File: src/rtl/ccff_chain_loader_if.sv
// Bitstream word stream between the DMA/word FIFO and the chain loader.
interface ccff_chain_loader_if #(
  parameter int unsigned WORD_W = 8
) ();
  logic [WORD_W-1:0] s_data;
  logic              s_valid;
  logic              s_ready;

  modport master (
    output s_data,
    output s_valid,
    input  s_ready
  );

  modport slave (
    input  s_data,
    input  s_valid,
    output s_ready
  );
endinterface

File: src/rtl/ccff_chain_loader.sv
// Configuration-chain programmer: serialises bitstream words into ccff_head and
// optionally recirculates the chain through ccff_tail to check it with CRC-16-CCITT.
module ccff_chain_loader #(
  parameter int unsigned CHAIN_LEN = 64,
  parameter int unsigned WORD_W    = 8,
  localparam int unsigned NUM_WORDS = (CHAIN_LEN + WORD_W - 1) / WORD_W,
  localparam int unsigned CW        = $clog2(CHAIN_LEN + 1)
) (
  input  logic              prog_clock,
  input  logic              prog_reset,
  input  logic              start,
  input  logic              verify_en,
  ccff_chain_loader_if.slave bs,
  output logic              config_enable,
  output logic              ccff_head,
  input  logic              ccff_tail,
  output logic              busy,
  output logic              done,
  output logic              crc_err
);

  localparam logic [CW-1:0] LastIdx   = CW'(CHAIN_LEN - 1);
  localparam logic [CW-1:0] ChainLenC = CW'(CHAIN_LEN);
  localparam logic [CW-1:0] NumWordsC = CW'(NUM_WORDS);
  localparam logic [15:0]   CrcSeed   = 16'hFFFF;

  typedef enum logic [1:0] {StIdle, StLoad, StVerify, StDone} state_e;

  state_e            state_q, state_d;
  logic              verify_q, verify_d;
  logic              crc_err_q, crc_err_d;
  logic [WORD_W-1:0] buf_q, buf_d;
  logic [CW-1:0]     bits_left_q, bits_left_d;
  logic [CW-1:0]     shifted_q, shifted_d;
  logic [CW-1:0]     words_q, words_d;
  logic [CW-1:0]     vcnt_q, vcnt_d;
  logic [CW-1:0]     remain;
  logic [15:0]       load_crc_q, load_crc_d;
  logic [15:0]       rb_crc_q, rb_crc_d;
  logic              s_ready_c;
  logic              accept;

  // Bit-serial CRC-16-CCITT step, MSB feedback, poly 0x1021.
  function automatic logic [15:0] crc_step(input logic [15:0] c, input logic b);
    logic fb;
    fb = c[15] ^ b;
    return {c[14:0], 1'b0} ^ (fb ? 16'h1021 : 16'h0000);
  endfunction

  assign bs.s_ready = s_ready_c;
  assign accept     = bs.s_valid & s_ready_c;
  assign crc_err    = crc_err_q;

  // State register.
  always_ff @(posedge prog_clock) begin
    if (prog_reset) begin
      state_q <= StIdle;
    end else begin
      state_q <= state_d;
    end
  end

  // Next-state logic.
  always_comb begin
    state_d = state_q;
    unique case (state_q)
      StIdle:   if (start) state_d = StLoad;
      StLoad: begin
        if (config_enable && shifted_q == LastIdx) begin
          state_d = verify_q ? StVerify : StDone;
        end
      end
      StVerify: if (vcnt_q == LastIdx) state_d = StDone;
      StDone:   state_d = StIdle;
      default:  state_d = StIdle;
    endcase
  end

  // Outputs decoded from registered state; verify loops tail straight back to head.
  always_comb begin
    s_ready_c     = 1'b0;
    config_enable = 1'b0;
    ccff_head     = 1'b0;
    busy          = 1'b0;
    done          = 1'b0;
    unique case (state_q)
      StLoad: begin
        busy          = 1'b1;
        config_enable = (bits_left_q != '0);
        ccff_head     = (bits_left_q != '0) & buf_q[0];
        s_ready_c     = (bits_left_q <= CW'(1)) && (words_q < NumWordsC);
      end
      StVerify: begin
        busy          = 1'b1;
        config_enable = 1'b1;
        ccff_head     = ccff_tail;
      end
      StDone:  done = 1'b1;
      default: ;
    endcase
  end

  // Datapath next-state: shift buffer, counters and both CRCs.
  always_comb begin
    verify_d    = verify_q;
    crc_err_d   = crc_err_q;
    buf_d       = buf_q;
    bits_left_d = bits_left_q;
    shifted_d   = shifted_q;
    words_d     = words_q;
    vcnt_d      = vcnt_q;
    load_crc_d  = load_crc_q;
    rb_crc_d    = rb_crc_q;
    remain      = '0;
    unique case (state_q)
      StIdle: begin
        if (start) begin
          verify_d    = verify_en;
          crc_err_d   = 1'b0;
          load_crc_d  = CrcSeed;
          rb_crc_d    = CrcSeed;
          bits_left_d = '0;
          shifted_d   = '0;
          words_d     = '0;
          vcnt_d      = '0;
        end
      end
      StLoad: begin
        if (config_enable) begin
          buf_d       = buf_q >> 1;
          bits_left_d = bits_left_q - CW'(1);
          shifted_d   = shifted_q + CW'(1);
          load_crc_d  = crc_step(load_crc_q, ccff_head);
        end
        // A word accepted on the final-bit edge replaces the buffer at that same edge.
        if (accept) begin
          buf_d   = bs.s_data;
          words_d = words_q + CW'(1);
          remain  = ChainLenC - shifted_d;
          if (32'(remain) > WORD_W) begin
            bits_left_d = CW'(WORD_W);
          end else begin
            bits_left_d = remain;
          end
        end
      end
      StVerify: begin
        rb_crc_d = crc_step(rb_crc_q, ccff_tail);
        vcnt_d   = vcnt_q + CW'(1);
        if (vcnt_q == LastIdx) crc_err_d = (load_crc_q != rb_crc_d);
      end
      default: ;
    endcase
  end

  // Datapath registers.
  always_ff @(posedge prog_clock) begin
    if (prog_reset) begin
      verify_q    <= 1'b0;
      crc_err_q   <= 1'b0;
      buf_q       <= '0;
      bits_left_q <= '0;
      shifted_q   <= '0;
      words_q     <= '0;
      vcnt_q      <= '0;
      load_crc_q  <= '0;
      rb_crc_q    <= '0;
    end else begin
      verify_q    <= verify_d;
      crc_err_q   <= crc_err_d;
      buf_q       <= buf_d;
      bits_left_q <= bits_left_d;
      shifted_q   <= shifted_d;
      words_q     <= words_d;
      vcnt_q      <= vcnt_d;
      load_crc_q  <= load_crc_d;
      rb_crc_q    <= rb_crc_d;
    end
  end

endmodule

File: src/flat_wrapper.sv
// flat-port wrapper written by rule: the top's interface ports become plain ports
module ccff_chain_loader_flat 
#(
  parameter int unsigned CHAIN_LEN = 64,
  parameter int unsigned WORD_W    = 8,
  localparam int unsigned NUM_WORDS = (CHAIN_LEN + WORD_W - 1) / WORD_W,
  localparam int unsigned CW        = $clog2(CHAIN_LEN + 1)
)
  (prog_clock, prog_reset, start, verify_en, config_enable, ccff_head, ccff_tail, busy, done, crc_err, bs_s_data, bs_s_valid, bs_s_ready);
  ccff_chain_loader_if #(.WORD_W(WORD_W)) bs_i ();
  input  logic prog_clock;
  input  logic prog_reset;
  input  logic start;
  input  logic verify_en;
  output logic config_enable;
  output logic ccff_head;
  input  logic ccff_tail;
  output logic busy;
  output logic done;
  output logic crc_err;
  input wire logic [$bits(bs_i.s_data)-1:0] bs_s_data;
  input wire logic [$bits(bs_i.s_valid)-1:0] bs_s_valid;
  output wire logic [$bits(bs_i.s_ready)-1:0] bs_s_ready;
  assign bs_i.s_data = bs_s_data;
  assign bs_i.s_valid = bs_s_valid;
  assign bs_s_ready = bs_i.s_ready;
  ccff_chain_loader #(.CHAIN_LEN(CHAIN_LEN), .WORD_W(WORD_W)) u_core (.prog_clock(prog_clock), .prog_reset(prog_reset), .start(start), .verify_en(verify_en), .bs(bs_i), .config_enable(config_enable), .ccff_head(ccff_head), .ccff_tail(ccff_tail), .busy(busy), .done(done), .crc_err(crc_err));
endmodule
File: config.mk
export PLATFORM = sky130hd
export DESIGN_NAME = ccff_chain_loader_flat
export DESIGN_NICKNAME = d
export VERILOG_FILES = /design/src/rtl/ccff_chain_loader_if.sv /design/src/rtl/ccff_chain_loader.sv /design/src/flat_wrapper.sv
export SDC_FILE = /design/constraint.sdc
export NUM_CORES = 1
export LEC_CHECK = 0
export ABC_AREA = 1
export BUFFER_PORTS_ARGS = -buffer_cell sky130_fd_sc_hd__buf_2
export CAP_MARGIN = 10
export CORE_AREA = 2 2 113 93
export CTS_BUF_LIST = sky130_fd_sc_hd__clkbuf_2
export DETAILED_ROUTE_END_ITERATION = 10
export DIE_AREA = 0 0 115 95
export GPL_TIMING_DRIVEN = 1
export PLACE_DENSITY = 0.68
export SYNTH_ARGS = -nofsm -noshare
export SYNTH_HDL_FRONTEND = slang
export SYNTH_SLANG_ARGS = --single-unit
File: constraint.sdc
create_clock -name prog_clock -period 2.2 [get_ports prog_clock]
set_clock_uncertainty 0.15 [all_clocks]
set_input_delay 0.44 -clock prog_clock [delete_from_list [all_inputs] [get_ports prog_clock]]
set_output_delay 0.44 -clock prog_clock [all_outputs]
set_load 0.01 [all_outputs]
==> results.py, run 1 <==
metrics = {
    "status": {
        "status": "finished, violations left",
        "violations": "negative setup slack",
    },
    "sta": {
        "timing.slew.headroom_pct": 58.7,
        "fin_tns_setup_ps": -975,
        "hold_viol": 0,
        "slew_viol_final": 0,
        "tightest_slew_ps": 614,
        "setup_violations": 7,
        "fin_crit_sh_pct": 108,
        "max_freq_mhz": 420,
        "layout_min_cycle_time_ps": 2380,
        "rsz0062_at_grt": "true",
        "setup_ws_ps": -183,
    },
    "grt": {
        "antenna_found_initial": 0,
        "grt_pass1_wl_um": 15900,
        "gr-total-overflow": 0,
        "grt_pass1_vias": 3476,
        "grt_start_max_net_pins": 48,
        "grt_use_total_pct": 18.3,
    },
    "clock_network": {
        "cts_htree_levels": 3,
        "cts_tree": "done",
        "clk_latency_ps": 500,
        "cts.reportedPaths.clkPinSlew_ps": 200,
        "ctsRootBufferMaster": "clkbuf_2",
        "cts.sink_count": 72,
        "cts_buffer_depth": 2,
        "cts_buffers": 9,
    },
    "logic_synthesis": {
        "synth_common_cells": "nand2_1, dfxtp_1, inv_1",
        "synth_edf_count": 0,
        "avgSynthCellArea_um2": 7.65,
        "synth_top_family_by_area": "simple AND/OR/NAND/NOR gates",
        "yosysWarnings": 0,
        "synth.area.top_cells": "dfxtp_1, nand2_1, inv_1",
        "synth.distinct_cells": 45,
        "synth_top_area_share_pct": 37.8,
        "synthMuxAreaShare_pct": 0,
        "synth-compound-area-share_pct": 17.8,
        "synth_most_common_cell": "nand2_1",
        "synth_adder_area_share_pct": 3.94,
        "synth-xor-area-share_pct": 5.75,
        "synthFlopType": "dfxtp_1",
        "synth_nets": 524,
        "yosysSeqAreaShare_pct": 37.8,
        "synthSimpleGateAreaFrac_pct": 25.1,
        "synthCells": 498,
        "yosys_register_bits": 72,
        "synth_top_area_cell": "dfxtp_1",
        "async_flop_share_pct": 0,
        "synth_area_um2": 3810,
    },
    "floorplanning": {
        "rows": 33,
        "dieWidth_um": 115,
        "die_h_um": 95,
        "core_um2": 9910,
        "ioPinCount": 20,
        "die_area_um2": 10900,
        "initial_core_util_pct": 38.4,
    },
    "min_path": {
        "min_from": "bs_s_data[5]",
        "hold_path_class": "primary input to flip-flop",
    },
    "route": {
        "avgViaCountPerCell": 5.13,
        "wl_um": 9300,
        "vias": 3567,
        "first_pass_iters": 6,
        "drc": 0,
        "routedWlPerCell_um": 13.4,
        "drtIter0Drc": 211,
        "ant_nets": 0,
    },
    "power": {
        "p_int_uw": 3260,
        "power_frac_comb_pct": 56.1,
        "clkPwrFrac_pct": 10.6,
        "ir_drop_mv": 0.528,
        "p_sw_uw": 2550,
        "sw_frac_of_total_pct": 43.9,
        "leakagePower_uw": 0.00203,
        "p_seq_share_pct": 33.3,
        "power_density_nw_per_um2": 1220,
    },
    "critical_path": {
        "critPathLaunchType": "flip-flop",
        "cp.arrival_ps": 1790,
        "crit_buf_inv": 5,
        "crit_fanout": 4,
        "cp.required_ps": 1610,
        "cp_cell_sequence": "inv_2, ha_4, inv_2, nor2_2, nand2_2, nand2_4, nand2_8, nand2_8, buf_6, inv_4, buf_6",
        "path_class": "flip-flop to output port",
        "cp_top_family": "simple AND/OR/NAND/NOR gates",
        "endpoint_kind": "output port",
        "max_stage_delay_ps": 370,
        "timing.rr.start": "u_core.bits_left_q[1]",
        "cpMaxStageDelayCell": "dfxtp_2",
        "critPathLaunch": "u_core.bits_left_q[1]",
    },
    "layout": {
        "drive_gt1_share_pct": 29.5,
        "n_antenna_cell": 0,
        "nNetsFinal": 594,
        "area_delta_synth_final_pct": 25.0,
    },
    "place": {
        "port-buffer-count": 19,
        "post-place-ws_ps": -98.7,
        "dp_hpwl_um": 6630,
        "gp_congestion": 0.847,
    },
    "job": {
        "cap_viol_max_count": 0,
    },
}
kinds of logic after synthesis:
| group | count (synthesis) |
|---|---|
| buffers and inverters | 93 |
| and+or+nand+nor | 193 |
| AOI/OAI and AO/OA | 103 |
| adders and majority gates | 12 |
| xor gates and xnor gates | 25 |
| DFF | 72 |
cell usage in the layout, fill, tap and decap left out, types with 9 or more instances in the layout:
cell type,instances
nand4_1,10
dfxtp_1,68
inv_2,17
a21oi_1,28
nand2_1,88
nand2_2,14
o21ai_0,18
inv_1,59
nor2_1,31
a221oi_1,17
buf_4,45
nand3_1,14
buf_2,17
buf_6,9
clkbuf_2,10
xor2_1,16
sequential cells by signal, indices dropped and copies added (netlist names):
| signal | count |
|---|---|
| u_core.shifted_q | 7 |
| u_core.crc_err | 1 |
| u_core.vcnt_q | 7 |
| u_core.verify_q | 1 |
| u_core.state_q | 2 |
| u_core.bits_left_q | 7 |
| u_core.buf_q | 8 |
| u_core.words_q | 7 |
| u_core.rb_crc_q | 16 |
| u_core.load_crc_q | 16 |
what timing repair did:
action | CTS | global route
buffers inserted | 5 | 4
hold buffers | 1 | 0
pin swaps | 18 | 13
endpoints found under the setup margin | 10 | 33
gates resized for setup | 24 | 28
hold endpoints to repair | 1 | 0
final cells by class:
type                       instances  area [µm²]
fill                             923        5150
multi-input combinational        333        2200
sequential                        72        1450
timing repair buffer              74         574
inverter                          78         298
tap                              122         153
clock buffer                      10        50.0
clock inverter                     6        36.3
path summary, 6_finish.rpt:
kind / depth (start not counted) / end / slack (ps)
worst max register to register: 21 / u_core.bits_left_q[0] / -180
worst min register to register: 2 / u_core.words_q[6] / 310
worst min-delay path: 3 / u_core.buf_q[5] / 40
worst max-delay path: 11 / config_enable / -180
metrics by stage:
stage               instances  hold WS (ps)  instance area (µm²)  utilization (%)  total power, µW
floorplan                 498           269                 3860                -             3860
global route              695          13.2                 4760             48.1             6280
detailed placement        672           281                 4400             44.4             4760
finish                    695          41.8                 4760             48.1             5810
CTS                       693         0.477                 4620             46.6             5560
global placement          672           277                 4400             44.4             4700
tightest hold or removal path, cell delays in order:
cell	delay [ps]
buf_2	100
nand2_1	60
a31oi_1	70
routing by layer:
metal | share of wire, % | up-vias | routed length [µm] | GRT usage, %
met2 | 46 | 91 | 4280 | 28.2
met3 | 5.2 | 9 | 485 | 3.08
met1 | 48 | 1670 | 4430 | 25.2
met4 | 1.2 | 0 | 114 | 7.63
li1 | - | 1797 | - | -
met5 | 0 | - | 0 | 0
power by group through the flow:
stage,combinational [µW],sequential [µW],clock (µW)
2_1_floorplan,1970,1880,0
3_3_place_gp,2770,1930,0
4_1_cts,3000,1930,639
3_5_place_dp,2810,1940,0
6_report,3260,1940,617
5_1_grt,3610,1980,692
Power figures use the tool's default switching activity.
==> run 2, diff against run 1 <==
Settings changed: CTS_BUF_LIST sky130_fd_sc_hd__clkbuf_2 to sky130_fd_sc_hd__clkbuf_8, PLACE_DENSITY 0.68 to 0.66.
Clock period 2.2 ns to 3 ns, I/O delays scaled along.
==> results.py, run 2 (synthesized netlist as in run 1, its figures left out) <==
metrics = {
    "sta": {
        "slew_viol_final": 0,
        "fin_crit_sh_pct": 89.3,
        "tightest_slew_ps": 742,
        "layout_min_cycle_time_ps": 2680,
        "hold_viol": 0,
        "rsz0062_at_grt": "false",
        "max_freq_mhz": 373,
        "fin_tns_setup_ps": 0,
        "setup_violations": 0,
        "timing.slew.headroom_pct": 50.4,
    },
    "place": {
        "dp_hpwl_um": 6210,
        "port-buffer-count": 19,
        "gp_congestion": 0.836,
        "place_area_um2": 4040,
    },
    "power": {
        "post-layout-total-power_uw": 4010,
        "power_density_nw_per_um2": 936,
        "ir_drop_mv": 0.345,
        "leakagePower_uw": 0.00180,
    },
    "clock_network": {
        "cts_htree_levels": 3,
        "cts_buffers": 9,
        "cts.reportedPaths.clkPinSlew_ps": 80,
        "clk_latency_ps": 340,
        "cts_tree": "done",
        "hold_buffers": 0,
        "cts_buffer_depth": 2,
        "cts.sink_count": 72,
        "ctsRootBufferMaster": "clkbuf_8",
    },
    "grt": {
        "grt_start_max_net_pins": 48,
        "antenna_found_initial": 0,
        "grt_use_total_pct": 16.8,
        "grt_pass1_vias": 3076,
        "grt_pass1_wl_um": 14500,
        "gr-total-overflow": 0,
    },
    "status": {
        "status": "completed",
    },
    "floorplanning": {
        "core_um2": 9910,
        "die_h_um": 95,
        "rows": 33,
        "ioPinCount": 20,
        "initial_core_util_pct": 38.4,
        "die_area_um2": 10900,
        "dieWidth_um": 115,
    },
    "route": {
        "vias": 3349,
        "avgViaCountPerCell": 5.14,
        "wl_um": 8590,
        "drc": 0,
        "ant_nets": 0,
        "routedWlPerCell_um": 13.2,
        "first_pass_iters": 4,
        "drtIter0Drc": 212,
    },
    "critical_path": {
        "crit_fanout": 9,
        "critPathLaunchType": "flip-flop",
        "cp.arrival_ps": 2810,
        "cp_cell_sequence": "inv_1, ha_1, inv_1, nand2_8, nand2_8, nand2_4, nand2_4, ha_2, nand3_2, nor2_2, nand2_1, nand2_1, inv_1, a21oi_4, nand4_1, nand2_1, nand2_1, a21oi_2",
        "endpoint_kind": "flip-flop",
        "crit_top_cell": "nand2_1",
        "cpMaxStageDelayCell": "dfxtp_1",
        "path_class": "flip-flop to flip-flop",
        "max_stage_delay_ps": 370,
        "cp.required_ps": 3130,
    },
    "layout": {
        "n_antenna_cell": 0,
        "final_cell_mix": "nand2_1, dfxtp_1, inv_1, nor2_1, a21oi_1",
        "n_fill_cell": 1008,
        "largestRegisters": "u_core.load_crc_q (16), u_core.rb_crc_q (16), u_core.buf_q (8)",
        "design_area_um2": 4280,
        "layout_commonest_cell": "nand2_1",
        "drive_gt1_share_pct": 17.2,
        "utilization_pct": 43.2,
        "nNetsFinal": 550,
        "area_delta_synth_final_pct": 12.3,
    },
    "min_path": {
        "hold_path_class": "flip-flop to flip-flop",
    },
    "job": {
        "cap_viol_max_count": 0,
    },
}
-- run 2: changes by cell type in the layout (fill, tap and decap cells not counted), moves of 4 or more --
cell | before | now
buf_4 | 45 | 11
buf_6 | 9 | 0
clkbuf_2 | 10 | 0
clkbuf_8 | 0 | 10
dfxtp_1 | 68 | 72
ha_1 | 6 | 10
ha_4 | 5 | 0
inv_1 | 59 | 70
inv_2 | 17 | 9
nand2_1 | 88 | 95
nand2_2 | 14 | 9
-- run 2: repair_timing --
| item | in CTS | in global routing |
|---|---|---|
| gates resized for setup | 0 | 3 |
| endpoints found under the setup margin | 0 | 4 |
| buffers inserted | 0 | 4 |
-- run 2: final cells by class --
cell class	count	area, µm²	area share [%]
Clock buffer	10	138	3.22
Multi-Input combinational cell	333	2020	47.1
Inverter	78	293	6.84
Tap cell	122	153	3.57
Timing Repair Buffer	30	178	4.15
Sequential cell	72	1440	33.7
Clock inverter	6	60.1	1.40
-- run 2: critical path, delay by kind of cell (launching register included) --
| kind | cells | cell delay (ps) |
|---|---|---|
| compound gates | 2 | 250 |
| buf+inv | 3 | 410 |
| flops | 1 | 370 |
| fa+ha+maj | 2 | 470 |
| simple gates | 11 | 970 |
-- run 2: final timing paths --
path	start	to	slack (ps)	cells past startpoint
setup / recovery	u_core.state_q[0]	u_core.bits_left_q[0]	320	18
hold / removal	u_core.words_q[6]	u_core.words_q[6]	300	2
setup reg to reg	u_core.state_q[0]	u_core.bits_left_q[0]	320	18
hold reg to reg	u_core.words_q[6]	u_core.words_q[6]	300	2
-- run 2: per-stage QoR --
| stage | hold slack [ps] | worst slack (ps) | cells |
|---|---|---|---|
| floorplan | 269 | 614 | 498 |
| global placement | 278 | 238 | 631 |
| detailed placement | 286 | 175 | 631 |
| CTS | 299 | 173 | 647 |
| global route | 333 | 37.4 | 651 |
| finish | 298 | 322 | 651 |
-- run 2: power by group --
group          switching, µW  internal (µW)  total, µW
sequential               206           1220       1430
combinational           1140            678       1820
clock                    358            402        760
-- run 2: layer usage --
metal  track usage, %  up-vias  routed length (µm)
met5                0        -                   0
met4             6.12        0                 110
met3             3.59        9                 370
met2             26.0       68                3780
met1             22.9     1561                4330
li1                 -     1711                   -
